`src/rtl/fwd_hazard_if.sv`:
```
// fwd_hazard_if: ID-stage request fields in, EX bypass selects and decode stall out
interface fwd_hazard_if #(
    parameter int REG_AW    = 5,
    parameter int NUM_SRC   = 2,
    parameter int FWD_DEPTH = 2
);
    localparam int SEL_W = $clog2(FWD_DEPTH + 1);

    logic                      id_valid;
    logic [NUM_SRC*REG_AW-1:0] id_rs;
    logic [NUM_SRC-1:0]        id_rs_used;
    logic [REG_AW-1:0]         id_rd;
    logic                      id_reg_write;
    logic                      id_mem_read;
    logic                      flush;
    logic                      pipe_hold;
    logic [NUM_SRC*SEL_W-1:0]  ex_fwd_sel;
    logic                      stall;
    logic [15:0]               stall_cnt;

    modport master (
        output id_valid, id_rs, id_rs_used, id_rd, id_reg_write, id_mem_read, flush, pipe_hold,
        input  ex_fwd_sel, stall, stall_cnt
    );

    modport slave (
        input  id_valid, id_rs, id_rs_used, id_rd, id_reg_write, id_mem_read, flush, pipe_hold,
        output ex_fwd_sel, stall, stall_cnt
    );
endinterface

```
`src/rtl/fwd_hazard_unit.sv`:
```
// fwd_hazard_unit: EX operand bypass selects, load-use decode stall and saturating stall counter
module fwd_hazard_unit #(
    parameter int REG_AW    = 5,
    parameter int NUM_SRC   = 2,
    parameter int FWD_DEPTH = 2,
    parameter int LOAD_LAT  = 1,
    localparam int SEL_W    = $clog2(FWD_DEPTH + 1)
) (
    input logic         clk,
    input logic         arst_n,
    fwd_hazard_if.slave bus
);
    logic [FWD_DEPTH:0]             vld_q, vld_d, wr_q, wr_d, ld_q, ld_d, writer;
    logic [FWD_DEPTH:0][REG_AW-1:0] rd_q, rd_d;
    logic [NUM_SRC-1:0][REG_AW-1:0] rs_q, rs_d, id_rs;
    logic [NUM_SRC-1:0]             used_q, used_d;
    logic [NUM_SRC-1:0][SEL_W-1:0]  sel;
    logic [15:0]                    cnt_q, cnt_d;
    logic                           stall, take;

    assign id_rs = bus.id_rs;

    always_comb begin
        writer = '0;
        for (int k = 0; k <= FWD_DEPTH; k++)
            writer[k] = vld_q[k] && wr_q[k] && rd_q[k] != '0;
    end

    // Scan oldest to youngest so the lowest matching stage is the one left standing
    always_comb begin
        sel = '0;
        for (int j = 0; j < NUM_SRC; j++)
            for (int k = FWD_DEPTH; k >= 1; k--)
                if (vld_q[0] && used_q[j] && writer[k] && rd_q[k] == rs_q[j])
                    sel[j] = SEL_W'(k);
    end

    always_comb begin
        stall = 1'b0;
        for (int j = 0; j < NUM_SRC; j++)
            for (int s = 0; s < LOAD_LAT; s++)
                if (bus.id_valid && bus.id_rs_used[j] && writer[s] && ld_q[s] && rd_q[s] == id_rs[j])
                    stall = 1'b1;
    end

    assign take = bus.id_valid && !stall && !bus.flush;

    // A hold freezes every stage, but a flush may still kill whatever sits in EX
    always_comb begin
        vld_d  = bus.pipe_hold ? {vld_q[FWD_DEPTH:1], vld_q[0] && !bus.flush}
                               : {vld_q[FWD_DEPTH-1:0], take};
        wr_d   = bus.pipe_hold ? wr_q : {wr_q[FWD_DEPTH-1:0], bus.id_reg_write};
        ld_d   = bus.pipe_hold ? ld_q : {ld_q[FWD_DEPTH-1:0], bus.id_mem_read};
        rd_d   = bus.pipe_hold ? rd_q : {rd_q[FWD_DEPTH-1:0], bus.id_rd};
        rs_d   = bus.pipe_hold ? rs_q : id_rs;
        used_d = bus.pipe_hold ? used_q : bus.id_rs_used;
        cnt_d  = (stall && !bus.pipe_hold && cnt_q != 16'hFFFF) ? cnt_q + 16'd1 : cnt_q;
    end

    always_ff @(posedge clk or negedge arst_n)
        if (!arst_n) begin
            vld_q  <= '0;
            wr_q   <= '0;
            ld_q   <= '0;
            rd_q   <= '0;
            rs_q   <= '0;
            used_q <= '0;
            cnt_q  <= '0;
        end else begin
            vld_q  <= vld_d;
            wr_q   <= wr_d;
            ld_q   <= ld_d;
            rd_q   <= rd_d;
            rs_q   <= rs_d;
            used_q <= used_d;
            cnt_q  <= cnt_d;
        end

    assign bus.ex_fwd_sel = sel;
    assign bus.stall      = stall;
    assign bus.stall_cnt  = cnt_q;
endmodule

```
`src/flat_wrapper.sv`:
```
// flat-port wrapper written by rule: the top's interface ports become plain ports
module fwd_hazard_unit_flat 
#(
    parameter int REG_AW    = 5,
    parameter int NUM_SRC   = 2,
    parameter int FWD_DEPTH = 2,
    parameter int LOAD_LAT  = 1,
    localparam int SEL_W    = $clog2(FWD_DEPTH + 1)
)
  (clk, arst_n, bus_id_valid, bus_id_rs, bus_id_rs_used, bus_id_rd, bus_id_reg_write, bus_id_mem_read, bus_flush, bus_pipe_hold, bus_ex_fwd_sel, bus_stall, bus_stall_cnt);
  fwd_hazard_if #(.REG_AW(REG_AW), .NUM_SRC(NUM_SRC), .FWD_DEPTH(FWD_DEPTH)) bus_i ();
  input logic clk;
  input logic arst_n;
  input wire logic [$bits(bus_i.id_valid)-1:0] bus_id_valid;
  input wire logic [$bits(bus_i.id_rs)-1:0] bus_id_rs;
  input wire logic [$bits(bus_i.id_rs_used)-1:0] bus_id_rs_used;
  input wire logic [$bits(bus_i.id_rd)-1:0] bus_id_rd;
  input wire logic [$bits(bus_i.id_reg_write)-1:0] bus_id_reg_write;
  input wire logic [$bits(bus_i.id_mem_read)-1:0] bus_id_mem_read;
  input wire logic [$bits(bus_i.flush)-1:0] bus_flush;
  input wire logic [$bits(bus_i.pipe_hold)-1:0] bus_pipe_hold;
  output wire logic [$bits(bus_i.ex_fwd_sel)-1:0] bus_ex_fwd_sel;
  output wire logic [$bits(bus_i.stall)-1:0] bus_stall;
  output wire logic [$bits(bus_i.stall_cnt)-1:0] bus_stall_cnt;
  assign bus_i.id_valid = bus_id_valid;
  assign bus_i.id_rs = bus_id_rs;
  assign bus_i.id_rs_used = bus_id_rs_used;
  assign bus_i.id_rd = bus_id_rd;
  assign bus_i.id_reg_write = bus_id_reg_write;
  assign bus_i.id_mem_read = bus_id_mem_read;
  assign bus_i.flush = bus_flush;
  assign bus_i.pipe_hold = bus_pipe_hold;
  assign bus_ex_fwd_sel = bus_i.ex_fwd_sel;
  assign bus_stall = bus_i.stall;
  assign bus_stall_cnt = bus_i.stall_cnt;
  fwd_hazard_unit #(.REG_AW(REG_AW), .NUM_SRC(NUM_SRC), .FWD_DEPTH(FWD_DEPTH), .LOAD_LAT(LOAD_LAT)) u_core (.clk(clk), .arst_n(arst_n), .bus(bus_i));
endmodule
```
`config.mk`:
```
export PLATFORM = sky130hd
export DESIGN_NAME = fwd_hazard_unit_flat
export DESIGN_NICKNAME = d
export VERILOG_FILES = /design/src/rtl/fwd_hazard_if.sv /design/src/rtl/fwd_hazard_unit.sv /design/src/flat_wrapper.sv
export SDC_FILE = /design/constraint.sdc
export NUM_CORES = 1
export LEC_CHECK = 0
export BUFFER_PORTS_ARGS = -buffer_cell sky130_fd_sc_hd__buf_2
export CORE_ASPECT_RATIO = 1.5
export CORE_MARGIN = 2
export CORE_UTILIZATION = 60
export DETAILED_ROUTE_END_ITERATION = 7
export PLACE_DENSITY_LB_ADDON = 0.15
export SLEW_MARGIN = 15
export SYNTH_ARGS = -nofsm -noshare
export SYNTH_HDL_FRONTEND = slang
export SYNTH_SLANG_ARGS = --single-unit
```
`constraint.sdc`:
```
create_clock -name clk -period 5.6 [get_ports clk]
set_clock_uncertainty 0.1 [all_clocks]
set_input_delay 0.28 -clock clk [delete_from_list [all_inputs] [get_ports clk]]
set_output_delay 0.28 -clock clk [all_outputs]
set_load 0.05 [all_outputs]
```
======== After elaboration in Yosys (flattened, before gate mapping) ========
Index checks and enable logic that the tools add are counted.
cells by class
  add/sub/neg operators ................... 1
  eq/ne operators ......................... 7
  reduce and logical (&&, ||, !) cells .... 35
  mux-type cells .......................... 7
operator list
  operator               count
  $eq 5x5->1             6
  $logic_and 1x1->1      29
  $add 16x1->16 const B  1
  $ne 16x16->1 const B   1
  $reduce_bool 5->1      3
  $mux 2                 4
  $logic_not 1->1        3
  $mux 1                 3
word-level totals
  flip-flop bits (word level) ............. 50
  output and inout bits ................... 21

======== Logic depth before layout (Yosys ltp) ========
Gate-level depths: netlist of run 1.
  depth after elaboration ................. 11
  gate-level depth with buffers ........... 7

======== Least setup slack after synthesis of run 1 ========
OpenSTA, ideal clock, no wires.
  path kind ............................... register -> output
  start point ............................. register u_core.rd_q[8] (netlist bit)
  end point ............................... output bus_ex_fwd_sel[1]
  stages on the path, launching flop included .. 5
  data required time ...................... 5.220 ns
  arrival ................................. 2.949 ns
  slack ................................... 2.271 ns
  path buffers ............................ 0
  cell sequence ........................... dfrtp_1 > xnor2_1 > nand4_1 > nor4_1 > nor2_1
between the ends
  longest elaborated chain between the ends .. 5
RTL lines
  what                    line                   source
  start, declared         fwd_hazard_unit.sv:14  logic [FWD_DEPTH:0][REG_AW-1:0] rd_q, rd_d;
  start signal, assigned  fwd_hazard_unit.sv:73  rd_q <= rd_d;
  $reduce_bool 5->1       fwd_hazard_unit.sv:26  writer[k] = vld_q[k] && wr_q[k] && rd_q[k] != '0;
  $logic_and 1x1->1       fwd_hazard_unit.sv:26
  $logic_and 1x1->1       fwd_hazard_unit.sv:34  if (vld_q[0] && used_q[j] && writer[k] && rd_q[k] == rs_q[j])
  $logic_and 1x1->1 *     fwd_hazard_unit.sv:34
  $mux 2 *                fwd_hazard_unit.sv:34
  end, declared           flat_wrapper.sv:22     output wire logic [$bits(bus_i.ex_fwd_sel)-1:0] bus_ex_fwd_sel;
Mark *: on every way between the ends. The rest lies on a longest branch, timed or not.

======== Worst setup path in the final report of run 1 ========
  start point ............................. register u_core.rd_q[1] (netlist bit)
  end point ............................... output bus_stall
between the ends
  longest elaborated chain between the ends .. 7
RTL lines
  what                             line                   source
  $reduce_bool 5->1                fwd_hazard_unit.sv:26
  $logic_and 1x1->1                fwd_hazard_unit.sv:26
  $logic_and 1x1->1 (3 in series)  fwd_hazard_unit.sv:42  if (bus.id_valid && bus.id_rs_used[j] && writer[s] && ld_q[s] && rd_q[s] == id_rs[j])
  $mux 1                           fwd_hazard_unit.sv:42
  $mux 1 *                         fwd_hazard_unit.sv:42
  end, declared                    flat_wrapper.sv:23     output wire logic [$bits(bus_i.stall)-1:0] bus_stall;
Marks and branches as above.

==> flow_summary.ini, run 1 <==
[run_status]
status = finished clean

[drt]
vias = 1832
drt-initial-drc-count = 45
drt-total-wl_mm = 5.352
detail_route.wirelength.met1_mm = 2.119
met2WireLength_mm = 2.840
topRoutingLayerUsed = met4
avgViaCountPerCell = 6.007
first_pass_iters = 4
final_antenna_net_count = 0
wl_per_cell_um = 17.55
route.detailed.drc = 0
wl_met3_um = 191

[place]
placed_cell_area_mm2 = 0.002800
place_congestion = 0.8753
dp_cells = 296
place_hpwl_mm = 3.944
port_buffers = 44

[timing]
setup_viol = 0
rsz0062_at_grt = no
hold_ws_ns = 0.1084
maxSlewHeadroom = 0.4534
timing.final.crit_share = 0.4827
finalMaxSlewViolations = 0
fin_setup_tns_ns = 0
final_hold_viol_count = 0
fmax_mhz = 370.0
max_slew.worst_pin.slew_ns = 0.8198
period_minus_slack_ns = 2.703

[worst_hold_path]
hold_path.class = input port to register
hold-path-endpoint = u_core.vld_q[0]
hold_start = bus_flush
hold_path_depth = 2

[grt]
grt-ovfl-total = 0
antenna_found_initial = 0
grt_usage = 0.2467
grt_pass1_vias = 1906
grt_max_degree = 51
grt_pass1_wl_mm = 9.101

[cells_and_area]
instances_no_fill = 305
fillers = 324
area_growth_pct = 13.72
multi_input_area_mm2 = 0.001267
drive_gt1_frac = 0.3784
final_area_mm2 = 0.002904
fin_nets = 283
antennaDiodeCount = 0
regArea_mm2 = 0.001251
post-route-util = 0.6960

[setup_path]
reg2reg_from = u_core.rd_q[1]
reg2reg_slack_ns = 3.39
crit_path_max_fanout = 16
worstSetupPathType = register to primary output
cp-end-kind = primary output
crit_family = compound AO/OA/AOI/OAI gates
cp.arrival_ns = 2.32
critPathMaxStageDelay_ns = 0.57
path_cells = xnor2_1 -> nand4_1 -> o22ai_2 -> and2_1 -> buf_2
r2r_end = u_core.bus.stall_cnt[1]
cp_num_buf_inv = 1
crit_path_start_kind = register
r2r_cells = 5
slowest_stage = o22ai_2
timing.critical_path.required_ns = 5.22

[synth]
async_reset_ff_frac = 1.000
yosys.area.top_type = dfrtp_1
synth.area.top_cells = dfrtp_1, mux2_2, xnor2_1
synth.most_common_cell = dfrtp_1
ys_top_cells_by_count = dfrtp_1, xnor2_1, mux2_2, nand4_1, nand3_1
syn-num-nets = 237
syn_area_per_cell_um2 = 12.05
synthCells = 212
synth-seq-area-share = 0.4900
ys.flop_type = dfrtp_1
synth-edff-count = 0
synth_cell_types = 33
ys_ff_latch = 50
synth_area_mm2 = 0.002554
synth-warning-count = 0
yosys.area.top_type_share = 0.4900

[clock_tree]
cts_made_buffers = 5
insertion_delay_ns = 0.30
cts_tree = built
root_buffer = clkbuf_8
h-tree-depth = 2
clk_path_buf_depth = 2
clock-sinks = 50
clk_pin_slew_ns = 0.08

[power_and_ir_drop]
pwr_density_cell_mw_per_mm2 = 261.9
peakVddDrop_v = 0.0002018
p_leak_uw = 0.001240

[die]
dieWidth_um = 57.27
boundaryPins = 45
core_mm2 = 0.004173
dieArea_mm2 = 0.004805
initial_utilization = 0.6120
core.rowCount = 29
die_h_um = 83.90

[flow_run]
cap_violations = 0
what timing repair did:
action | in CTS | in global routing
setup buffers | 0 | 0
gates resized for setup | 0 | 0
hold endpoints to repair | 0 | 50
hold buffers | 0 | 1
placed cells by master (no fill, tap or decap), types with 2 or more instances in the layout:
| cell type | synthesis | final |
|---|---|---|
| o211ai_1 | 2 | 2 |
| clkbuf_8 | 0 | 6 |
| nand4_1 | 16 | 16 |
| or4_4 | 2 | 2 |
| buf_2 | 1 | 43 |
| nand2_1 | 9 | 9 |
| dfrtp_1 | 50 | 50 |
| or4_1 | 4 | 4 |
| nor3_1 | 5 | 5 |
| and3_2 | 2 | 2 |
| xnor2_1 | 40 | 40 |
| xor2_1 | 4 | 4 |
| mux2_2 | 34 | 34 |
| nor2_1 | 4 | 4 |
| nand3_1 | 11 | 11 |
| nor4_1 | 6 | 6 |
| and3_1 | 3 | 3 |
flip-flops by register name, summed over array words and instances (netlist names):
signal / cells
u_core.rs_q: 10
u_core.wr_q: 3
u_core.rd_q: 15
u_core.vld_q: 3
u_core.ld_q: 1
u_core.bus.stall_cnt: 16
u_core.used_q: 2
routing by layer:
metal | global-route usage | vias to the layer above
met3 | 0.03566 | 16
met1 | 0.2963 | 908
li1 | - | 858
met5 | 0 | -
met4 | 0.1142 | 0
met2 | 0.4263 | 50
power by group:
part	total (uW)	internal, uW	switching, uW	leakage [uW]
logic	113	66.6	46.6	0.000565
clock network	215	99.9	115	0.0000482
registers	432	391	40.9	0.000627
worst register-to-register path: stages, from the launching register on:
cell     delay (ns)
dfrtp_1        0.47
xnor2_1        0.29
nand4_1        0.17
o22ai_2        0.57
nand3_4        0.17
mux2_4         0.33
area by class of cell:
class | count | area share
sequential | 50 | 0.4308
tap | 46 | 0.01982
timing repair buffer | 45 | 0.08014
multi-input combinational | 155 | 0.4365
clock inverter | 1 | 0.001723
clock buffer | 7 | 0.02973
inverter | 1 | 0.001293
metrics by stage:
step / power, uW / worst slack (ns)
after floorplan: 510.9 / 2.271
after global placement: 549.7 / 3.261
after detailed placement: 553.0 / 3.228
after CTS: 763.7 / 2.888
after global routing: 798.6 / 2.760
final: 760.5 / 2.897
kinds of logic (layout without fill, tap and decap cells):
kind of cell | Yosys count | in the layout | share of synthesized area
AOI/OAI and AO/OA | 6 | 6 | 0.02156
xor gates and xnor gates | 44 | 44 | 0.1509
buffers and inverters | 7 | 54 | 0.01371
muxes | 35 | 35 | 0.1558
adders and majority gates | 1 | 1 | 0.004899
and+or+nand+nor | 69 | 69 | 0.1632
DFF | 50 | 50 | 0.4900
worst max-delay path by stage:
stage | from | endpoint | cells after the start
finish | u_core.rd_q[1] | bus_stall | 5
global route | u_core.rd_q[1] | bus_stall | 5
CTS | u_core.rd_q[1] | bus_stall | 5
detailed placement | u_core.rd_q[1] | bus_stall | 5
global placement | u_core.rd_q[1] | bus_stall | 5
floorplan | u_core.rd_q[8] | bus_ex_fwd_sel[1] | 4
(Power assumes the default switching activity.)
==> inputs of run 2 (changes only) <==
--- a/config.mk
+++ b/config.mk
@@ -8,7 +8,7 @@
 export BUFFER_PORTS_ARGS = -buffer_cell sky130_fd_sc_hd__buf_2
 export CORE_ASPECT_RATIO = 1.5
 export CORE_MARGIN = 2
-export CORE_UTILIZATION = 60
+export CORE_UTILIZATION = 55
 export DETAILED_ROUTE_END_ITERATION = 7
 export PLACE_DENSITY_LB_ADDON = 0.15
 export SLEW_MARGIN = 15
==> constraint.sdc (replaced) <==
create_clock -name clk -period 2.7 [get_ports clk]
set_clock_uncertainty 0.1 [all_clocks]
set_input_delay 0.135 -clock clk [delete_from_list [all_inputs] [get_ports clk]]
set_output_delay 0.135 -clock clk [all_outputs]
set_load 0.05 [all_outputs]
==> run 2 against run 1 <==
Die area is 8.6% higher. Clock power is 100% higher. Critical path depth is 2 higher. Global-route usage is 1.0 points lower. Register-to-register slack worse by 2.8 ns. Critical endpoint unchanged. Via count is 3.4% higher. Highest routed layer unchanged.
==> flow_summary.ini, run 2 (synthesis gave the netlist of run 1 again) <==
[setup_path]
timing.critical_path.required_ns = 2.47
cp-end-kind = primary output
worstSetupPathType = input port to primary output
worst_path_most_repeated_cell = buf_2
cp.arrival_ns = 2.20
r2r_end = u_core.bus.stall_cnt[1]
cp_num_buf_inv = 3
critPathMaxStageDelay_ns = 0.56
reg2reg_from = u_core.bus.stall_cnt[0]
crit_path_start_kind = input port
crit_path_max_fanout = 14
crit_family = buffers and inverters
reg2reg_slack_ns = 0.55
slowest_stage = o22ai_2
r2r_cells = 6
crit_cells = 7
path_cells = dlygate4sd3_1 -> buf_2 -> xnor2_1 -> nand4_1 -> o22ai_2 -> and2_1 -> buf_2

[power_and_ir_drop]
peakVddDrop_v = 0.0002716
p_leak_uw = 0.001317
pwr_density_cell_mw_per_mm2 = 513.2
p_total_uw = 1585

[drt]
drt-total-wl_mm = 5.584
wl_per_cell_um = 17.18
avgViaCountPerCell = 5.828
vias = 1894
first_pass_iters = 4
route.detailed.drc = 0
drt-initial-drc-count = 46
final_antenna_net_count = 0

[timing]
max_slew.worst_pin.slew_ns = 0.6002
finalMaxSlewViolations = 0
setup_viol = 0
hold_ws_ns = 0.009485
final_hold_viol_count = 0
fin_setup_tns_ns = 0
fmax_mhz = 411.0
maxSlewHeadroom = 0.5999
timing.final.crit_share = 0.9010
setup_ws_ns = 0.2672
period_minus_slack_ns = 2.433
rsz0062_at_grt = no

[grt]
grt_usage = 0.2364
grt_pass1_vias = 1942
grt_pass1_wl_mm = 9.032
grt_max_degree = 35
grt-ovfl-total = 0
antenna_found_initial = 0

[place]
place_ws_ns = 0.5766
place_congestion = 0.9103
dp_cells = 301
place_hpwl_mm = 4.064
port_buffers = 44

[die]
core_mm2 = 0.004504
dieWidth_um = 59.64
core.rowCount = 30
initial_utilization = 0.5669
dieArea_mm2 = 0.005215
die_h_um = 87.46
boundaryPins = 45

[run_status]
status = finished clean

[clock_tree]
cts_tree = built
clk_pin_slew_ns = 0.08
ctsHoldBuffers = 16
cts_made_buffers = 5
clk_path_buf_depth = 2
postCtsSetupRepairBufs = 0
root_buffer = clkbuf_8
clock-sinks = 50
h-tree-depth = 2
insertion_delay_ns = 0.30
cts_resized = 0

[cells_and_area]
mostFrequentLayoutCells = dfrtp_1, buf_2, xnor2_1
largest_reg_flops = 16
instances_no_fill = 325
antennaDiodeCount = 0
drive_gt1_frac = 0.3718
area_growth_pct = 20.97
fillers = 356
fin_nets = 301
layout_commonest_cell = dfrtp_1

[flow_run]
cap_violations = 0

[worst_hold_path]
hold_start = bus_id_rs[1]
hold_path.class = input port to register
hold-path-endpoint = u_core.rs_q[1]
hold_path_depth = 2
[run 2: where the power goes]
group | switching (uW) | internal (uW) | total [uW]
combinational | 101 | 154 | 255
clock | 228 | 207 | 435
sequential | 82.9 | 812 | 895
total | 412 | 1170 | 1590
[run 2: metal layers]
layer	vias to the layer above	global-route usage	part of all wire
li1	900	-	-
met1	935	0.2730	0.40
met2	48	0.4246	0.55
met3	11	0.03418	0.031
met4	0	0.09899	0.019
met5	-	0	0
[run 2: layout make-up]
type                    count  area, um^2  share of cell area
multi-input cells         155        1280              0.4143
well taps                  48       60.06             0.01944
clock inverters             1       5.005            0.001620
flip-flops and latches     50        1251              0.4050
clock buffers               7       86.33             0.02795
inverters                   1       3.754            0.001215
repair buffers             63       402.9              0.1304
[run 2: through the flow]
stage / util / area, um^2
detailed placement: 0.6300 / 2838
CTS: 0.6858 / 3089
finish: 0.6858 / 3089
global route: 0.6858 / 3089
global placement: 0.6300 / 2838
floorplan: - / 2566
[run 2: worst max path at each step]
stage,startpoint,to,slack (ns)
after CTS,u_core.rd_q[4],bus_stall,0.27
after detailed placement,u_core.bus.stall_cnt[0],u_core.bus.stall_cnt[1],0.58
after floorplan,u_core.bus.stall_cnt[0],u_core.bus.stall_cnt[1],0.25
final,bus_id_rs[7],bus_stall,0.27
after global routing,u_core.rd_q[2],bus_stall,0.09
after global placement,u_core.bus.stall_cnt[0],u_core.bus.stall_cnt[1],0.62
[run 2: worst register-to-register path: stages, from the launching register on]
cell and delay, ns:
dfrtp_1 0.43, ha_1 0.23, nand2_2 0.09, or2_4 0.27
or4_4 0.50, nand3_4 0.13, mux2_4 0.30
==> inputs of run 3 (changes only) <==
--- a/config.mk
+++ b/config.mk
@@ -5,10 +5,11 @@
 export SDC_FILE = /design/constraint.sdc
 export NUM_CORES = 1
 export LEC_CHECK = 0
+export ABC_AREA = 1
 export BUFFER_PORTS_ARGS = -buffer_cell sky130_fd_sc_hd__buf_2
 export CORE_ASPECT_RATIO = 1.5
 export CORE_MARGIN = 2
-export CORE_UTILIZATION = 55
+export CORE_UTILIZATION = 57
 export DETAILED_ROUTE_END_ITERATION = 7
 export PLACE_DENSITY_LB_ADDON = 0.15
 export SLEW_MARGIN = 15
==> run 3 against run 2 <==
Global-route usage rose by 1.5 points. Clock-buffer cell count down 1. Fmax up 20%. Die area rose by 8.7%. First-iteration DRC count grew to 2.9 times the previous value. Non-clock buffer count up 4. Setup slack better by 0.40 ns. Wire length increased by 22%. Critical endpoint unchanged.
==> flow_summary.ini, run 3 <==
[clock_tree]
insertion_delay_ns = 0.30
h-tree-depth = 2
clock-sinks = 50
clk_path_buf_depth = 2
cts_tree = built
postCtsSetupRepairBufs = 0
root_buffer = clkbuf_8
cts_made_buffers = 5
clk_pin_slew_ns = 0.09

[cells_and_area]
multi_input_area_mm2 = 0.001426
antennaDiodeCount = 0
fillers = 417
mostFrequentLayoutCells = nand2_1, dfrtp_1, buf_2
fin_nets = 476
regArea_mm2 = 0.001251
layout_commonest_cell = nand2_1
post-route-util = 0.7156
final_area_mm2 = 0.003470
largest_reg_flops = 16
area_growth_pct = 19.99
drive_gt1_frac = 0.1416

[timing]
timing.final.crit_share = 0.7537
final_hold_viol_count = 0
finalMaxSlewViolations = 0
hold_ws_ns = 0.02431
fmax_mhz = 491.4
rsz0062_at_grt = no
max_slew.worst_pin.slew_ns = 0.6256
maxSlewHeadroom = 0.5829
setup_viol = 0
period_minus_slack_ns = 2.035
fin_setup_tns_ns = 0

[die]
dieArea_mm2 = 0.005670
dieWidth_um = 62.16
die_h_um = 91.23
initial_utilization = 0.5964
core_mm2 = 0.004848
boundaryPins = 45
core.rowCount = 31

[synth]
synth.most_common_cell = nand2_1
synth_cell_types = 22
synthCells = 389
syn_area_per_cell_um2 = 7.433
synth.area.top_cells = dfrtp_1, nand2_1, xor2_1
yosys.area.top_type = dfrtp_1
yosys.area.top_type_share = 0.4327
ys_ff_latch = 50
synth_area_mm2 = 0.002892
ys_top_cells_by_count = nand2_1, dfrtp_1, inv_1, nor2_1, o21ai_0
synth-seq-area-share = 0.4327
async_reset_ff_frac = 1.000
synth-warning-count = 0
ys.flop_type = dfrtp_1
syn-num-nets = 414
synth-edff-count = 0

[power_and_ir_drop]
p_seq_frac = 0.523
clkPwrFrac = 0.319
p_int_uw = 1187
p_sw_frac = 0.2750
peakVddDrop_v = 0.0002946
p_leak_uw = 0.001845
p_switching_uw = 450.4
pwr_density_cell_mw_per_mm2 = 472.1
p_total_uw = 1638
pwr-share-comb = 0.158

[drt]
route.detailed.drc = 0
wl_per_cell_um = 13.12
drt-total-wl_mm = 6.794
drt-initial-drc-count = 132
vias = 2669
first_pass_iters = 4
final_antenna_net_count = 0
avgViaCountPerCell = 5.153

[place]
placed_cell_area_mm2 = 0.003157
place_congestion = 0.8696
place_hpwl_mm = 4.956
port_buffers = 44

[run_status]
status = finished clean

[setup_path]
crit_path_max_fanout = 18
crit_path_start_kind = input port
reg2reg_slack_ns = 0.82
timing.critical_path.required_ns = 2.47
cp-end-kind = primary output
cp.arrival_ns = 1.80
worstSetupPathType = input port to primary output

[grt]
grt_usage = 0.2515
grt_pass1_vias = 2604
grt-ovfl-total = 0
grt_pass1_wl_mm = 11.47
grt_max_degree = 51
antenna_found_initial = 0

[flow_run]
cap_violations = 0

[worst_hold_path]
hold_path.class = input port to register
[run 3: changes by cell type after synthesis, sizes merged, moves of 27 or more]
| cell | before | now |
|---|---|---|
| nand2 | 10 | 137 |
| inv | 1 | 41 |
| mux2 | 35 | 0 |
| nor2 | 4 | 37 |
| o21ai | 2 | 31 |
| xnor2 | 40 | 13 |
[run 3: kinds of logic (layout without fill, tap and decap cells)]
kind of cell             count (synthesis)  after routing  synth area share
AND/OR/NAND/NOR                        220            220            0.3328
buffers and inverters                   53            116           0.07400
flip-flops                              50             50            0.4327
AO/OA/AOI/OAI                           33             33           0.05928
XOR/XNOR                                32             32           0.09693
adder cells (fa/ha/maj)                  1              1          0.004326
[run 3: what timing repair did]
item,4_1_cts,5_1_grt
endpoints found under the hold margin,69,0
hold buffers,20,0
resized for setup,0,0
[run 3: power by group through the flow]
stage	Combinational, uW	Sequential, uW	Clock [uW]
2_1_floorplan	158	862	0
3_3_place_gp	233	870	0
3_5_place_dp	237	872	0
4_1_cts	260	857	537
5_1_grt	295	866	565
6_report	259	857	522
[run 3: final cells by class]
cell class | instances | area share
clock inverter | 2 | 0.01082
multi-input combinational | 286 | 0.4111
timing repair buffer | 67 | 0.1284
clock buffer | 6 | 0.02092
tap | 66 | 0.02380
sequential | 50 | 0.3606
inverter | 41 | 0.04436
[run 3: final timing paths]
kind                       cells past startpoint                     from                  endpoint
setup / recovery                              11             bus_id_rs[3]                 bus_stall
hold / removal                                 3             bus_id_rs[4]            u_core.rs_q[4]
setup reg to reg                               7  u_core.bus.stall_cnt[0]  u_core.bus.stall_cnt[14]
hold reg to reg                                2          u_core.vld_q[2]           u_core.vld_q[2]
max in group asynchronous                      2                   arst_n  u_core.bus.stall_cnt[10]
min in group asynchronous                      2                   arst_n           u_core.rd_q[13]
[run 3: stage by stage]
step	instances	setup WS, ns
3_3_place_gp	490	0.9145
3_5_place_dp	490	0.8433
5_1_grt	518	0.5155
6_report	518	0.6649
2_1_floorplan	389	0.5337
4_1_cts	518	0.6537
[run 3: routing by layer]
| layer | part of all wire | global-route usage | routed length, um | vias up |
|---|---|---|---|---|
| met5 | 0 | 0 | 0 | - |
| met4 | 0.029 | 0.1019 | 199 | 0 |
| met3 | 0.024 | 0.03470 | 166 | 21 |
| met2 | 0.55 | 0.4764 | 3741 | 56 |
| met1 | 0.40 | 0.2785 | 2687 | 1239 |
| li1 | - | - | - | 1353 |
[run 3: critical path, cell delays in order]
cell and delay, ns:
dlygate4sd3_1 0.54, buf_2 0.13, inv_1 0.05, nand2_1 0.05
nand2_1 0.08, nor2_1 0.10, nand2_1 0.05, nor2_1 0.09
nand2_1 0.09, nand2_4 0.18, buf_2 0.30
